## config.mk

```make
export PLATFORM = sky130hd
export DESIGN_NAME = tnn_layer_sequencer
export DESIGN_NICKNAME = d
export VERILOG_FILES = /design/src/rtl/tnn_layer_sequencer.sv
export SDC_FILE = /design/constraint.sdc
export NUM_CORES = 1
export LEC_CHECK = 0
export BUFFER_PORTS_ARGS = -buffer_cell sky130_fd_sc_hd__buf_4
export CAP_MARGIN = 20
export CORE_UTILIZATION = 27
export DETAILED_ROUTE_END_ITERATION = 10
export HOLD_SLACK_MARGIN = 0.1
export PLACE_DENSITY = 0.58
export SYNTH_ARGS = -nofsm -noshare
export SYNTH_HDL_FRONTEND = slang
export SYNTH_SLANG_ARGS = --single-unit
```

## constraint.sdc

```tcl
create_clock -name clk -period 2.6 [get_ports clk]
set_input_delay 0.39 -clock clk [delete_from_list [all_inputs] [get_ports clk]]
set_output_delay 0.39 -clock clk [all_outputs]
set_load 0.02 [all_outputs]
```

## src/rtl/tnn_layer_sequencer.sv

```systemverilog
// Streams one latched layer input vector bit-serially into a bank of popcount
// accumulators: clear pulse, one index per non-stalled cycle, then hold results.
module tnn_layer_sequencer #(
  parameter int TOTAL = 4,
  parameter int CNT_W = $clog2(TOTAL + 1)
) (
  input  logic             clk,
  input  logic             rst,
  input  logic             in_valid,
  output logic             in_ready,
  input  logic [TOTAL-1:0] in_data,
  input  logic             stall,
  output logic             acc_clr,
  output logic             enable,
  output logic [CNT_W-1:0] cnt,
  output logic             sample,
  output logic             out_valid,
  input  logic             out_ready,
  output logic             busy
);

  typedef enum logic [1:0] {IDLE, CLEAR, RUN, DONE} state_t;

  localparam logic [CNT_W-1:0] LAST = CNT_W'(TOTAL - 1);
  localparam logic [CNT_W-1:0] FULL = CNT_W'(TOTAL);

  state_t           state, state_nxt;
  logic [CNT_W-1:0] cnt_q, cnt_nxt;
  logic [TOTAL-1:0] data_q;
  logic             load;

  always_ff @(posedge clk or posedge rst) begin
    if (rst) begin
      state  <= IDLE;
      cnt_q  <= '0;
      data_q <= '0;
    end else begin
      state <= state_nxt;
      cnt_q <= cnt_nxt;
      if (load) data_q <= in_data;
    end
  end

  // cnt parks at TOTAL in DONE so accumulators gated by cnt<SIZE stay inert
  always_comb begin
    state_nxt = state;
    cnt_nxt   = cnt_q;
    load      = 1'b0;
    in_ready  = 1'b0;
    acc_clr   = 1'b0;
    enable    = 1'b0;
    out_valid = 1'b0;
    unique case (state)
      IDLE: begin
        in_ready = 1'b1;
        cnt_nxt  = '0;
        if (in_valid) begin
          load      = 1'b1;
          state_nxt = CLEAR;
        end
      end
      CLEAR: begin
        acc_clr   = 1'b1;
        cnt_nxt   = '0;
        state_nxt = RUN;
      end
      RUN: begin
        enable = !stall;
        if (!stall) begin
          if (cnt_q == LAST) begin
            cnt_nxt   = FULL;
            state_nxt = DONE;
          end else begin
            cnt_nxt = cnt_q + CNT_W'(1);
          end
        end
      end
      DONE: begin
        out_valid = 1'b1;
        cnt_nxt   = FULL;
        if (out_ready) begin
          cnt_nxt   = '0;
          state_nxt = IDLE;
        end
      end
      default: begin
        cnt_nxt   = '0;
        state_nxt = IDLE;
      end
    endcase
  end

  // Mux by comparison so the index bus may be wider than log2(TOTAL)
  always_comb begin
    sample = 1'b0;
    if (state == RUN) begin
      for (int i = 0; i < TOTAL; i++) begin
        if (cnt_q == CNT_W'(i)) sample = data_q[i];
      end
    end
  end

  assign cnt  = cnt_q;
  assign busy = (state != IDLE);

endmodule

```

Word-level counts from Yosys, hierarchy flattened --
Index checks and enable logic that the tools add are counted.
Word-level totals: register bits 9, logic and storage cells 40, output and inout bits 9, input port bits 9
Cells by class: reductions and logical operators 6, equal/unequal tests 10, add/subtract/negate cells 1, muxes and demuxes 20
Operator list (number):
- 2-to-1 mux 1 bit | 11
- 2-to-1 mux 3 bit | 3
- case mux 3 bit (3 select lines) | 1
- 2-to-1 mux 2 bit | 4
- case mux 2 bit (4 select lines) | 1
- equality test 3 x 2 -> 1 bit, second input constant | 2
- inequality test 2 bit, second input constant | 3
- equality test 2 bit, second input constant | 2
- AND reduction 4 bit | 1
- adder 3 x 1 -> 3 bit, second input constant | 1
- equality test 3 x 1 -> 1 bit, second input constant | 1
- zero test 3 bit | 1
- equality test 2 x 1 -> 1 bit, second input constant | 1
- zero test 2 bit | 1
- inequality test 2 x 1 -> 1 bit, second input constant | 1
- nonzero test 2 bit | 1
- OR reduction 2 bit | 1
- zero test 1 bit | 1

Longest topological paths before layout --
depth after elaboration 6, gate-level depth with buffers 5, gate-level depth less buffers 5

Worst setup path before layout --
Ideal clock, no wire load.
path kind register -> output, start point register cnt_q[0] (netlist: cnt[0]), end point output sample, data required time 2.210 ns, stages on the path, launching flop included 5, path buffers 0, slack 0.704 ns, data arrival time 1.506 ns, path through dfrtp_1 -> ha_1 -> ha_1 -> a2111oi_2 -> a32o_1
On the way: longest elaborated chain between the ends 6, elaborated cells between the ends (all ways) 9, classes of those cells eq/ne: 3; mux: 5; reduce/logical: 1
Ends and longest elaborated chain:
- start, declared | RTL line 28 | logic [CNT_W-1:0] cnt_q, cnt_nxt;
- start signal, assigned | RTL line 39 | cnt_q <= cnt_nxt;
- zero test 3 bit | RTL line 98 | if (cnt_q == CNT_W'(i)) sample = data_q[i];
- 2-to-1 mux 1 bit (3 in series) | RTL line 98
- 2-to-1 mux 1 bit (*) | RTL line 98
- 2-to-1 mux 1 bit (*) | RTL line 96 | if (state == RUN) begin
- end, declared | RTL line 16 | output logic sample,
Mark *: on every way between the ends. The rest lies on a longest branch, timed or not.

Final worst setup path --
Ends and elaborated chain as after synthesis.

==> metrics.log <==
INFO  metric status = finished, final reports clean
INFO  metric power-per-cell-area = 1080 mW/mm^2
INFO  metric synth_top_flop_cell = dfrtp_1
INFO  metric synth-seq-cells = 9
INFO  metric layout.cell_area.non_filler = 774 sq um
INFO  metric proportion_of_synthesized_chip_area_in_sequential_cells = 38.4%
INFO  metric globalRoute.totalOverflow = 0
INFO  metric clk_path_buf_depth = 2
INFO  metric critPathRequiredTime = 2.21 ns
INFO  metric die_h = 48.6 um
INFO  metric yosys-top-cells-count = 10 x ha_1, 9 x dfrtp_1, 9 x inv_1
INFO  metric fin_crit_sh = 83.9%
INFO  metric wl_met1 = 522 um
INFO  metric dp_hpwl = 941 um
INFO  metric drt_first_iter_violations = 2
INFO  metric yosys.cell_types.count = 17
INFO  metric start_util = 29.3%
INFO  metric syn_inst = 56
INFO  metric yosysWarnings = 0
INFO  metric worst-slew-pin-transition = 0.360 ns
INFO  metric number_of_antenna_violations_at_the_first_check_in_global_routing = 0
INFO  metric drcViolationCount = 0
INFO  metric worst_hold_path_type = primary input to asynchronous set/reset pin
INFO  metric dpl.cell_count = 100
INFO  metric synth-edff-count = 0
INFO  metric synthDominantCellAreaShare = 38.4%
INFO  metric floorplan.io_pins = 18
INFO  metric final_nets = 97
INFO  metric globalplace.congestion = 0.713
INFO  metric ctsResizeCount = 0
INFO  metric grt_pass1_vias = 470
INFO  metric postCtsHoldBufs = 0
INFO  metric totalNegativeSetupSlack = 0 ns
INFO  metric worst_setup_hold_path_clk_slew = 0.06 ns
INFO  metric detail_route.wirelength = 1.13 mm
INFO  metric worstSetupEndpointType = output port
INFO  metric maximum_vdd_drop = 563 uV
INFO  metric num_rows = 16
INFO  metric insertedDiodeCount = 0
INFO  metric max_freq = 0.459 GHz
INFO  metric antenna_violating_nets_post_route = 0
INFO  metric critical-path-slowest-cell = dfrtp_1
INFO  metric setup_violations = 0
INFO  metric max_capacitance_violation_count = 0
INFO  metric die_w = 48.6 um
INFO  metric netlist_area = 587 sq um
INFO  metric dr.max_layer_used = met4
INFO  metric final.setup_skew = 0.00173 ns
INFO  metric rsz0062_at_grt = false
INFO  metric async_reset_ff_share = 100%
INFO  metric drt_pre_antenna_iters = 4
INFO  metric worst_path_largest_cell_delay = 0.44 ns
INFO  metric critical_path.cell_chain = ha_1, ha_1, a2111oi_2, a32o_1, buf_4
INFO  metric timing.critical_path.fanout_max = 6
INFO  metric grt_use_total = 10.9%
INFO  metric clk_latency = 0.26 ns
INFO  metric met2RoutedLength = 531 um
INFO  metric postSynthAreaPerCell = 10.5 sq um
INFO  metric synth_nets = 75
INFO  metric layout_min_cycle_time = 2.18 ns
INFO  metric netlist_top_cells_area = dfrtp_1 38%, ha_1 21%, mux2_1 7.7%, inv_1 5.8%, a21oi_1 4.3%
INFO  metric cts-root-buf = clkbuf_4
INFO  metric placeableCoreArea = 0.00200 sq mm
INFO  metric io_buffers = 17
INFO  metric crit_arrival = 1.79 ns
INFO  metric drt-wirelength-per-cell = 10.9 um
INFO  metric met3WireLength = 60 um
INFO  metric die_area = 0.00236 sq mm
INFO  metric layoutNonFillerInstCount = 104
INFO  metric yosys.area.top_type = dfrtp_1
INFO  metric clock_sink_count = 9
INFO  metric critPathMostFrequentCell = ha_1
INFO  metric post_drt_via_cell_ratio = 4.39
INFO  metric final-hold-violation-count = 0
INFO  metric path_class = flip-flop to output port
INFO  metric area_growth_from_synthesis_to_layout = 32.0%
INFO  metric number_of_h_tree_levels = 1
INFO  metric leakagePower = 0.397 nW
INFO  metric placedInstanceArea = 748 sq um
INFO  metric tritoncts.num_buffers = 3
INFO  metric setup.worst_path.start_class = flip-flop
INFO  metric grt_max_degree = 10
INFO  metric max_slew_margin = 76.0%
INFO  metric cts_setup_buffers = 0
INFO  metric grt_pass1_wl = 1.96 mm
INFO  metric drive_gt1_share = 31.2%
INFO  metric cts_tree = built
INFO  metric synthMostInstantiatedCell = ha_1
INFO  metric finalMaxSlewViolations = 0
INFO  metric routed-via-count = 457
through the flow:
| step | worst slack, ns | util, % | hold slack [ns] | power, mW |
|---|---|---|---|---|
| 4_1_cts | 0.404 | 38.7 | 0.105 | 0.849 |
| 2_1_floorplan | 0.704 | - | 0.218 | 0.584 |
| 6_report | 0.420 | 38.7 | 0.102 | 0.837 |
| 3_3_place_gp | 0.739 | 37.4 | 0.386 | 0.728 |
| 5_1_grt | 0.332 | 38.7 | 0.118 | 0.911 |
| 3_5_place_dp | 0.687 | 37.4 | 0.391 | 0.737 |
path summary, 6_finish.rpt:
path | startpoint | to | slack [ns] | depth (start not counted)
max in group asynchronous | rst | cnt[2]$_DFFE_PP0N_ | 2.24 | 2
worst max register to register | cnt[0]$_DFFE_PP0N_ | state[1]$_DFFE_PP0P_ | 0.98 | 4
worst min-delay path | rst | state[1]$_DFFE_PP0P_ | 0.10 | 2
min in group clk | in_data[3] | data_q[3]$_DFFE_PP0P_ | 0.35 | 2
worst min register to register | data_q[2]$_DFFE_PP0P_ | data_q[2]$_DFFE_PP0P_ | 0.50 | 1
worst max-delay path | cnt[0]$_DFFE_PP0N_ | sample | 0.42 | 5
cells in the final DEF (no fill, tap or decap), types with 2 or more instances in the layout:
cell      count
clkbuf_4      3
o21ai_0       2
inv_1         9
mux2_1        4
nand2_1       3
dfrtp_1       9
nor2_1        4
ha_1         10
buf_4        17
nand2b_1      2
a21oi_1       5
state kept, by name (all words and copies together), names as in the netlist:
signal,flops
cnt,3
data_q,4
state,2
worst max-delay path: cells and delay by family (launching register included):
kind | cells | cell delay, ns
adders and majority gates | 2 | 0.49
buffers and inverters | 1 | 0.14
AOI/OAI and AO/OA | 2 | 0.46
DFF | 1 | 0.44
power by group:
group	leakage, nW	switching (mW)	internal, mW
clock network	0.0150	0.0475	0.0591
registers	0.111	0.0518	0.203
logic	0.270	0.252	0.223
kinds of logic (layout without fill, tap and decap cells):
| kind of cell | after synthesis | after routing | synth area share, % |
|---|---|---|---|
| muxes | 5 | 5 | 10.2 |
| buffers and inverters | 10 | 31 | 6.40 |
| DFF | 9 | 9 | 38.4 |
| AOI/OAI and AO/OA | 10 | 10 | 12.8 |
| adders and majority gates | 10 | 10 | 21.3 |
| and+or+nand+nor | 12 | 12 | 10.9 |
layout make-up:
cell class | instances | area, sq um
multi-input combinational | 37 | 324
sequential | 9 | 225
clock buffer | 4 | 26.3
timing repair buffer | 17 | 128
fill | 216 | 1230
tap | 27 | 33.8
inverter | 10 | 37.5
routing by layer:
metal / GRT usage (%) / vias up
met3: 2.83 / 2
met1: 13.6 / 212
met2: 17.6 / 14
li1: - / 229
met4: 4.41 / 0
met5: 0 / -
(Power assumes the default switching activity.)
